==> config.mk <==
export PLATFORM = sky130hd
export DESIGN_NAME = mem_ctrl
export DESIGN_NICKNAME = d
export VERILOG_FILES = /design/src/rtl/mem_ctrl_pkg.sv /design/src/rtl/mem_ctrl_arbiter.sv /design/src/rtl/mem_ctrl.sv
export SDC_FILE = /design/constraint.sdc
export NUM_CORES = 1
export LEC_CHECK = 0
export ABC_AREA = 1
export CAP_MARGIN = 20
export CORE_AREA = 5 5 137 139
export CTS_CLUSTER_SIZE = 12
export DETAILED_ROUTE_END_ITERATION = 12
export DIE_AREA = 0 0 142 144
export PLACE_DENSITY = 0.72
export REMOVE_ABC_BUFFERS = 1
export SLEW_MARGIN = 40
export SYNTH_ARGS = -nofsm -noshare
export SYNTH_HDL_FRONTEND = slang
export SYNTH_SLANG_ARGS = --single-unit
==> constraint.sdc <==
create_clock -name clk -period 4.4 [get_ports clk]
set_input_delay 0.88 -clock clk [delete_from_list [all_inputs] [get_ports clk]]
set_output_delay 0.88 -clock clk [all_outputs]
set_load 0.02 [all_outputs]
==> src/rtl/mem_ctrl_pkg.sv <==
// rtl/mem_ctrl_pkg.sv - shared types and constants for the cache-facing memory controller
package mem_ctrl_pkg;

    localparam int MEM_CTRL_LATENCY = 4;
    localparam int ADDR_W = 8;
    localparam int DATA_W = 64;

    typedef logic [ADDR_W-1:0] main_mem_block_addr_t;
    typedef logic [DATA_W-1:0] block_data_t;

    typedef enum logic {REQ_READ = 1'b0, REQ_WRITE = 1'b1} req_type_t;
    typedef enum logic [1:0] {IDLE, WAIT, ACCESS, RESP} mem_ctrl_state_t;
    typedef enum logic {REQ_ICACHE = 1'b0, REQ_DCACHE = 1'b1} requestor_t;

endpackage

==> src/rtl/mem_ctrl_arbiter.sv <==
// rtl/mem_ctrl_arbiter.sv - pending icache slot plus fixed-priority pick between icache and dcache
module mem_ctrl_arbiter
    import mem_ctrl_pkg::*;
(
    input  logic              clk,
    input  logic              rst,
    input  logic              idle,
    input  logic              icache_req_valid,
    input  logic [ADDR_W-1:0] icache_req_block_addr,
    output logic              icache_req_ready,
    input  logic              dcache_req_valid,
    input  logic              dcache_req_type,
    input  logic [ADDR_W-1:0] dcache_req_block_addr,
    input  logic [DATA_W-1:0] dcache_req_block_data,
    output logic              dcache_req_ready,
    output logic              grant_valid,
    output logic              grant_is_dcache,
    output logic              grant_is_write,
    output logic [ADDR_W-1:0] grant_addr,
    output logic [DATA_W-1:0] grant_data
);

    logic              pend_valid_q, pend_valid_d;
    logic [ADDR_W-1:0] pend_addr_q, pend_addr_d;

    always_comb begin
        pend_valid_d     = pend_valid_q;
        pend_addr_d      = pend_addr_q;
        icache_req_ready = ~pend_valid_q;
        dcache_req_ready = idle & ~pend_valid_q & ~icache_req_valid;
        grant_valid      = 1'b0;
        grant_is_dcache  = 1'b0;
        grant_is_write   = 1'b0;
        grant_addr       = pend_addr_q;
        grant_data       = '0;
        if (idle) begin
            if (pend_valid_q) begin
                grant_valid  = 1'b1;
                pend_valid_d = 1'b0;
            end else if (icache_req_valid) begin
                grant_valid = 1'b1;
                grant_addr  = icache_req_block_addr;
            end else if (dcache_req_valid) begin
                grant_valid     = 1'b1;
                grant_is_dcache = 1'b1;
                grant_is_write  = (dcache_req_type == REQ_WRITE);
                grant_addr      = dcache_req_block_addr;
                grant_data      = dcache_req_block_data;
            end
        end else if (icache_req_valid && !pend_valid_q) begin
            // controller busy: park the icache request until the next IDLE
            pend_valid_d = 1'b1;
            pend_addr_d  = icache_req_block_addr;
        end
    end

    always_ff @(posedge clk or posedge rst) begin
        if (rst) begin
            pend_valid_q <= 1'b0;
            pend_addr_q  <= '0;
        end else begin
            pend_valid_q <= pend_valid_d;
            pend_addr_q  <= pend_addr_d;
        end
    end

endmodule

==> src/rtl/mem_ctrl.sv <==
// rtl/mem_ctrl.sv - serves icache/dcache block requests against main-memory SRAM with fixed latency
module mem_ctrl
    import mem_ctrl_pkg::*;
#(
    parameter int LATENCY = MEM_CTRL_LATENCY
) (
    input  logic              clk,
    input  logic              rst_aH,
    input  logic              icache_req_valid,
    input  logic [ADDR_W-1:0] icache_req_block_addr,
    output logic              icache_req_ready,
    output logic              icache_resp_valid,
    output logic [DATA_W-1:0] icache_resp_block_data,
    input  logic              dcache_req_valid,
    input  logic              dcache_req_type,
    input  logic [ADDR_W-1:0] dcache_req_block_addr,
    input  logic [DATA_W-1:0] dcache_req_block_data,
    output logic              dcache_req_ready,
    output logic              dcache_resp_valid,
    output logic [DATA_W-1:0] dcache_resp_block_data,
    output logic              main_mem_csb0,
    output logic              main_mem_web0,
    output logic [ADDR_W-1:0] main_mem_addr0,
    output logic [DATA_W-1:0] main_mem_din0,
    input  logic [DATA_W-1:0] main_mem_dout0
);

    localparam logic [7:0] CNT_LAST = 8'((LATENCY > 2) ? (LATENCY - 3) : 0);

    mem_ctrl_state_t   state_q, state_d;
    logic [7:0]        cnt_q, cnt_d;
    requestor_t        owner_q, owner_d;
    logic              is_write_q, is_write_d;
    logic [ADDR_W-1:0] addr_q, addr_d;
    logic [DATA_W-1:0] data_q, data_d;
    logic              csb_q, csb_d, web_q, web_d;
    logic              iresp_q, iresp_d, dresp_q, dresp_d;

    logic              grant_valid, grant_is_dcache, grant_is_write;
    logic [ADDR_W-1:0] grant_addr;
    logic [DATA_W-1:0] grant_data;

    mem_ctrl_arbiter u_arbiter (
        .clk                   (clk),
        .rst                   (rst_aH),
        .idle                  (state_q == IDLE),
        .icache_req_valid      (icache_req_valid),
        .icache_req_block_addr (icache_req_block_addr),
        .icache_req_ready      (icache_req_ready),
        .dcache_req_valid      (dcache_req_valid),
        .dcache_req_type       (dcache_req_type),
        .dcache_req_block_addr (dcache_req_block_addr),
        .dcache_req_block_data (dcache_req_block_data),
        .dcache_req_ready      (dcache_req_ready),
        .grant_valid           (grant_valid),
        .grant_is_dcache       (grant_is_dcache),
        .grant_is_write        (grant_is_write),
        .grant_addr            (grant_addr),
        .grant_data            (grant_data)
    );

    always_comb begin
        state_d    = state_q;
        cnt_d      = cnt_q;
        owner_d    = owner_q;
        is_write_d = is_write_q;
        addr_d     = addr_q;
        data_d     = data_q;
        csb_d      = 1'b1;
        web_d      = 1'b1;
        iresp_d    = 1'b0;
        dresp_d    = 1'b0;
        case (state_q)
            IDLE: begin
                if (grant_valid) begin
                    owner_d    = grant_is_dcache ? REQ_DCACHE : REQ_ICACHE;
                    is_write_d = grant_is_write;
                    addr_d     = grant_addr;
                    data_d     = grant_data;
                    cnt_d      = '0;
                    if (LATENCY == 2) begin
                        state_d = ACCESS;
                        csb_d   = 1'b0;
                        web_d   = ~grant_is_write;
                    end else begin
                        state_d = WAIT;
                    end
                end
            end
            WAIT: begin
                if (cnt_q == CNT_LAST) begin
                    state_d = ACCESS;
                    csb_d   = 1'b0;
                    web_d   = ~is_write_q;
                end else begin
                    cnt_d = cnt_q + 8'd1;
                end
            end
            ACCESS: begin
                state_d = RESP;
                iresp_d = (owner_q == REQ_ICACHE);
                dresp_d = (owner_q == REQ_DCACHE);
            end
            default: state_d = IDLE;
        endcase
    end

    always_ff @(posedge clk or posedge rst_aH) begin
        if (rst_aH) begin
            state_q    <= IDLE;
            cnt_q      <= '0;
            owner_q    <= REQ_ICACHE;
            is_write_q <= 1'b0;
            addr_q     <= '0;
            data_q     <= '0;
            csb_q      <= 1'b1;
            web_q      <= 1'b1;
            iresp_q    <= 1'b0;
            dresp_q    <= 1'b0;
        end else begin
            state_q    <= state_d;
            cnt_q      <= cnt_d;
            owner_q    <= owner_d;
            is_write_q <= is_write_d;
            addr_q     <= addr_d;
            data_q     <= data_d;
            csb_q      <= csb_d;
            web_q      <= web_d;
            iresp_q    <= iresp_d;
            dresp_q    <= dresp_d;
        end
    end

    // SRAM read data arrives the cycle after the strobe, which is exactly the RESP cycle
    assign icache_resp_valid      = iresp_q;
    assign icache_resp_block_data = iresp_q ? main_mem_dout0 : '0;
    assign dcache_resp_valid      = dresp_q;
    assign dcache_resp_block_data = dresp_q ? (is_write_q ? data_q : main_mem_dout0) : '0;
    assign main_mem_csb0          = csb_q;
    assign main_mem_web0          = web_q;
    assign main_mem_addr0         = addr_q;
    assign main_mem_din0          = data_q;

    a_latency_legal: assert property (@(posedge clk) LATENCY >= 2);
    a_icache_no_overrun: assert property (@(posedge clk) disable iff (rst_aH)
        !(icache_req_valid && !icache_req_ready));
    a_single_resp: assert property (@(posedge clk) disable iff (rst_aH)
        !(icache_resp_valid && dcache_resp_valid));

endmodule

* Word-level counts from Yosys, hierarchy flattened *
Index checks and enable logic that the tools add are counted.

storage, ports and cells
  register bits after elaboration = 97
  input port bits = 149
  word-level logic and storage cells = 69
  output and inout bits = 206

operators by class
  equal/unequal tests = 6
  bitwise gates (word level) = 7
  reductions and logical operators = 9
  multiplexer cells = 34
  $add $sub $neg = 1

operators with widths
  cell                 count
  $mux 64              6
  $mux 8               5
  $mux 1               19
  $pmux 8 s2           1
  $add 8x1->8 const B  1
  $eq 8x1->1 const B   1
  $ne 2x2->1 const B   3
  $pmux 2 s3           1
  $reduce_and 2->1     3
  $not 1->1            5
  $mux 2               2
  $reduce_bool 2->1    2
  $reduce_and 3->1     1
  $and 1x1->1          2
  $eq 2x1->1 const B   1
  $eq 2x2->1 const B   1
  $logic_not 2->1      1
  $logic_and 1x1->1    1
  $logic_not 1->1      1

* Logic depth before layout (Yosys ltp) *
  depth after elaboration = 6
  gate-level depth with buffers = 10
  gate-level depth less buffers = 9

* By module *
From an unflattened synthesis, not the netlist that was laid out.

unflattened totals
  cell total of the unflattened synthesis = 842
  area, all modules = 6437.4 µm²

modules (own cells, without submodules)
  module            times used  cells an instance  area an instance (µm²)  sequential area each (µm²)
  mem_ctrl          1           622                5218.8                  2204.6
  mem_ctrl_arbiter  1           220                1218.7                  225.2

* Least setup slack after synthesis *
Ideal clock, no wire load.

  path kind = input to output
  from = input icache_req_valid
  to = output dcache_req_ready
  required time = 3520 ps
  setup slack = 2108 ps
  arrival = 1412 ps
  stages on the path = 1
  buffers on the path = 0
  path through = nor3_1

on the way
  word-level cells in the longest chain between the ends = 2

ends and longest elaborated chain
  what                line                    RTL
  start: declaration  mem_ctrl.sv:9           input logic icache_req_valid,
  $not 1->1           mem_ctrl_arbiter.sv:30  dcache_req_ready = idle & ~pend_valid_q & ~icache_req_valid;
  $and 1x1->1         mem_ctrl_arbiter.sv:30
  end: declaration    mem_ctrl.sv:18          output logic dcache_req_ready,

Every way passes these cells.

* Final worst setup path *
  from = register is_write_q
  to = output dcache_resp_block_data[47]

on the way
  word-level cells in the longest chain between the ends = 2

ends and longest elaborated chain
  what                      line             RTL
  start: declaration        mem_ctrl.sv:33   logic is_write_q, is_write_d;
  start signal: assignment  mem_ctrl.sv:124  is_write_q <= is_write_d;
  $mux 64 (2 in series)     mem_ctrl.sv:138  assign dcache_resp_block_data = dresp_q ? (is_write_q ? data_q : main_mem_dout0) : '0;
  end: declaration          mem_ctrl.sv:20   output logic [DATA_W-1:0] dcache_resp_block_data,

Every way passes these cells.

==> flow_summary.toml <==
[logic_synthesis]
synthTopCellsByArea = "dfrtp_1 43%, nand2_1 14%, o21ai_0 9.4%"
synth_top_cell_area_share_pct = 42.8
yosys.cell_types.count = 24
ys_seq_elements = 97
synth_seq_area_share_pct = 43.7
yosysWarnings = 0
netlist_area_um2 = 5560
synth_top_area_cell = "dfrtp_1"
syn_inst = 818
avgSynthCellArea_um2 = 6.79

[drt]
avgRoutedWirePerCell_um = 16.9
drc = 0
firstDrtPassIters = 4
vias = 6502
drtIter0Drc = 394
drtAntennaViolNets = 0
vias_per_cell = 4.70
wl_um = 23300

[global_route]
antenna_found_initial = 2
grt_first_pass_wirelength_um = 35200
grt_overflow = 0
grt_pass1_vias = 6359
track_usage_pct = 21.8
grt_max_degree = 106

[floorplanning]
num_io_pins = 355
die_y_um = 144
fp-row-count = 49
initial_core_util_pct = 31.7
dieArea_um2 = 20400
core_area_um2 = 17500
die_x_um = 142

[power_and_ir_drop]
ir_worst_vdd_mv = 0.320
p_leak_nw = 4.66
power_density_nw_per_um2 = 546

[timing]
fin_hold_ws_ps = 452
hold_violations = 0
finalCritPeriodShare_pct = 74.1
fin_tns_setup_ps = 0
drv_slew = 0
min_period_ps = 3260
tightest_slew_ps = 698
fin_skew_ps = 8.92
fmax_ghz = 0.307
slew_headroom_pct = 53.5
rsz0062_at_grt = "false"
setup_viol = 0

[outcome]
status = "complete, no violations"

[clock_tree]
cts_made_buffers = 9
cts_tree = "yes"
ctsResizeCount = 0
clock_latency_ps = 340
cts.sinks = 97
ctsHoldBuffers = 0
clockBufferDepth = 2
cts_max_level = 3
path_clk_slew_ps = 70
postCtsSetupRepairBufs = 0
clock-root-buffer = "clkbuf_16"

[cells_and_area]
nets = 1301
fill_cells = 1679
syn2layout_area_growth_pct = 73.0
final_layout_size_suffix_gt1_share_pct = 3.65
seq_area_um2 = 2440
multi_input_comb_area_um2 = 2400

[flow_run]
cap_violations = 0

[critical_path]
critical_path_arrival_ps = 2380
crit_fanout = 105
required_ps = 3520
crit_path_start_kind = "flop"
cp-end-kind = "output port"
r2r_setup_slack_ps = 2010
path_class = "flop to output port"

[placement]
numPortBuffers = 354
place_hpwl_um = 17600
gp_congestion = 0.857

[min_path]
hp-class = "flop to flop"
cells by family (layout without fill, tap and decap cells):
kind of cell / Yosys count / count (layout) / synth area share [%]
xor gates and xnor gates: 1 / 1 / 0.158
other: 0 / 2 / 0
AOI/OAI and AO/OA: 166 / 166 / 15.1
adders and majority gates: 5 / 5 / 1.13
buffers and inverters: 186 / 520 / 13.1
and+or+nand+nor: 363 / 363 / 26.8
DFF: 97 / 97 / 43.7
layer usage:
layer,up-vias,wire [µm],track usage (%)
li1,3207,-,-
met2,251,11600,37.3
met5,-,0,0
met3,42,1510,4.43
met1,3002,9460,27.1
met4,0,730,8.28
cells in the final DEF, fill, tap and decap left out, drive strengths merged:
cell	netlist	final
a21boi	1	1
a21oi	56	56
a22o	1	1
a22oi	1	1
buf	14	14
bufinv	0	1
clkbuf	36	11
clkdlybuf4s50	0	354
clkinv	0	3
clkinvlp	0	1
dfrtp	95	95
dfstp	2	2
diode	0	2
ha	5	5
inv	136	136
nand2	208	208
nand3	77	77
nor2	75	75
nor3	3	3
o21ai	107	107
xor2	1	1
worst paths after layout:
path,startpoint,end,cells past startpoint
setup / recovery,is_write_q$_DFFE_PP0P_,dcache_resp_block_data[47],4
hold / removal,owner_q$_DFFE_PP0P_,icache_resp_valid$_DFF_PP0_,1
setup reg to reg,state_q[0]$_DFFE_PP0P_,main_mem_addr0[0]$_DFFE_PP0P_,9
hold reg to reg,owner_q$_DFFE_PP0P_,icache_resp_valid$_DFF_PP0_,1
max in group asynchronous,rst_aH,main_mem_web0$_DFF_PP1_,3
min in group asynchronous,rst_aH,main_mem_din0[52]$_DFFE_PP0P_,2
per-stage QoR:
stage          instance area, µm²  util [%]  cells  total power, mW  worst slack (ps)
3_3_place_gp                 9280      52.9   1364             4.42              1200
5_1_grt                      9610      54.8   1383             5.61              1030
3_5_place_dp                 9280      52.9   1364             4.47              1190
6_report                     9610      54.8   1383             5.25              1140
2_1_floorplan                5340         -    768             2.90               862
4_1_cts                      9580      54.6   1380             5.28               988
flip-flops by register name, summed over array words and instances, names as in the netlist:
name and flops:
icache_resp_valid 1, main_mem_din0 64, state_q 2, is_write_q 1
main_mem_web0 1, main_mem_csb0 1, main_mem_addr0 8, dcache_resp_valid 1
u_arbiter.pend_addr_q 8, cnt_q 8, u_arbiter.pend_valid_q 1, owner_q 1
final cells by class:
cell class	count	area share [%]
multi-input cells	535	25.0
diodes	2	0.0521
clock buffers	11	2.53
flip-flops and latches	97	25.3
clock inverters	5	0.586
inverters	136	5.36
repair buffers	368	38.1
well taps	229	2.98
report_power, final:
group / switching, mW / internal (mW) / total (mW)
Combinational: 1.81 / 1.21 / 3.01
Clock: 0.341 / 0.456 / 0.796
Sequential: 0.251 / 1.19 / 1.44
Total: 2.40 / 2.85 / 5.25
cells in the mapped netlist, drive strengths merged:
| library cell | count |
|---|---|
| buf | 14 |
| a22o | 1 |
| a21oi | 56 |
| nor2 | 75 |
| inv | 136 |
| dfrtp | 95 |
| dfstp | 2 |
| nor3 | 3 |
| clkbuf | 36 |
| o21ai | 107 |
| a21boi | 1 |
| a22oi | 1 |
| xor2 | 1 |
| ha | 5 |
| nand3 | 77 |
| nand2 | 208 |
worst max-delay path, stage by stage, from the launching register on:
cell	delay, ps
dfrtp_2	370
buf_6	530
o21ai_0	290
a21oi_1	170
clkdlybuf4s50_1	620
No activity file was read; power rests on OpenSTA's default activity.
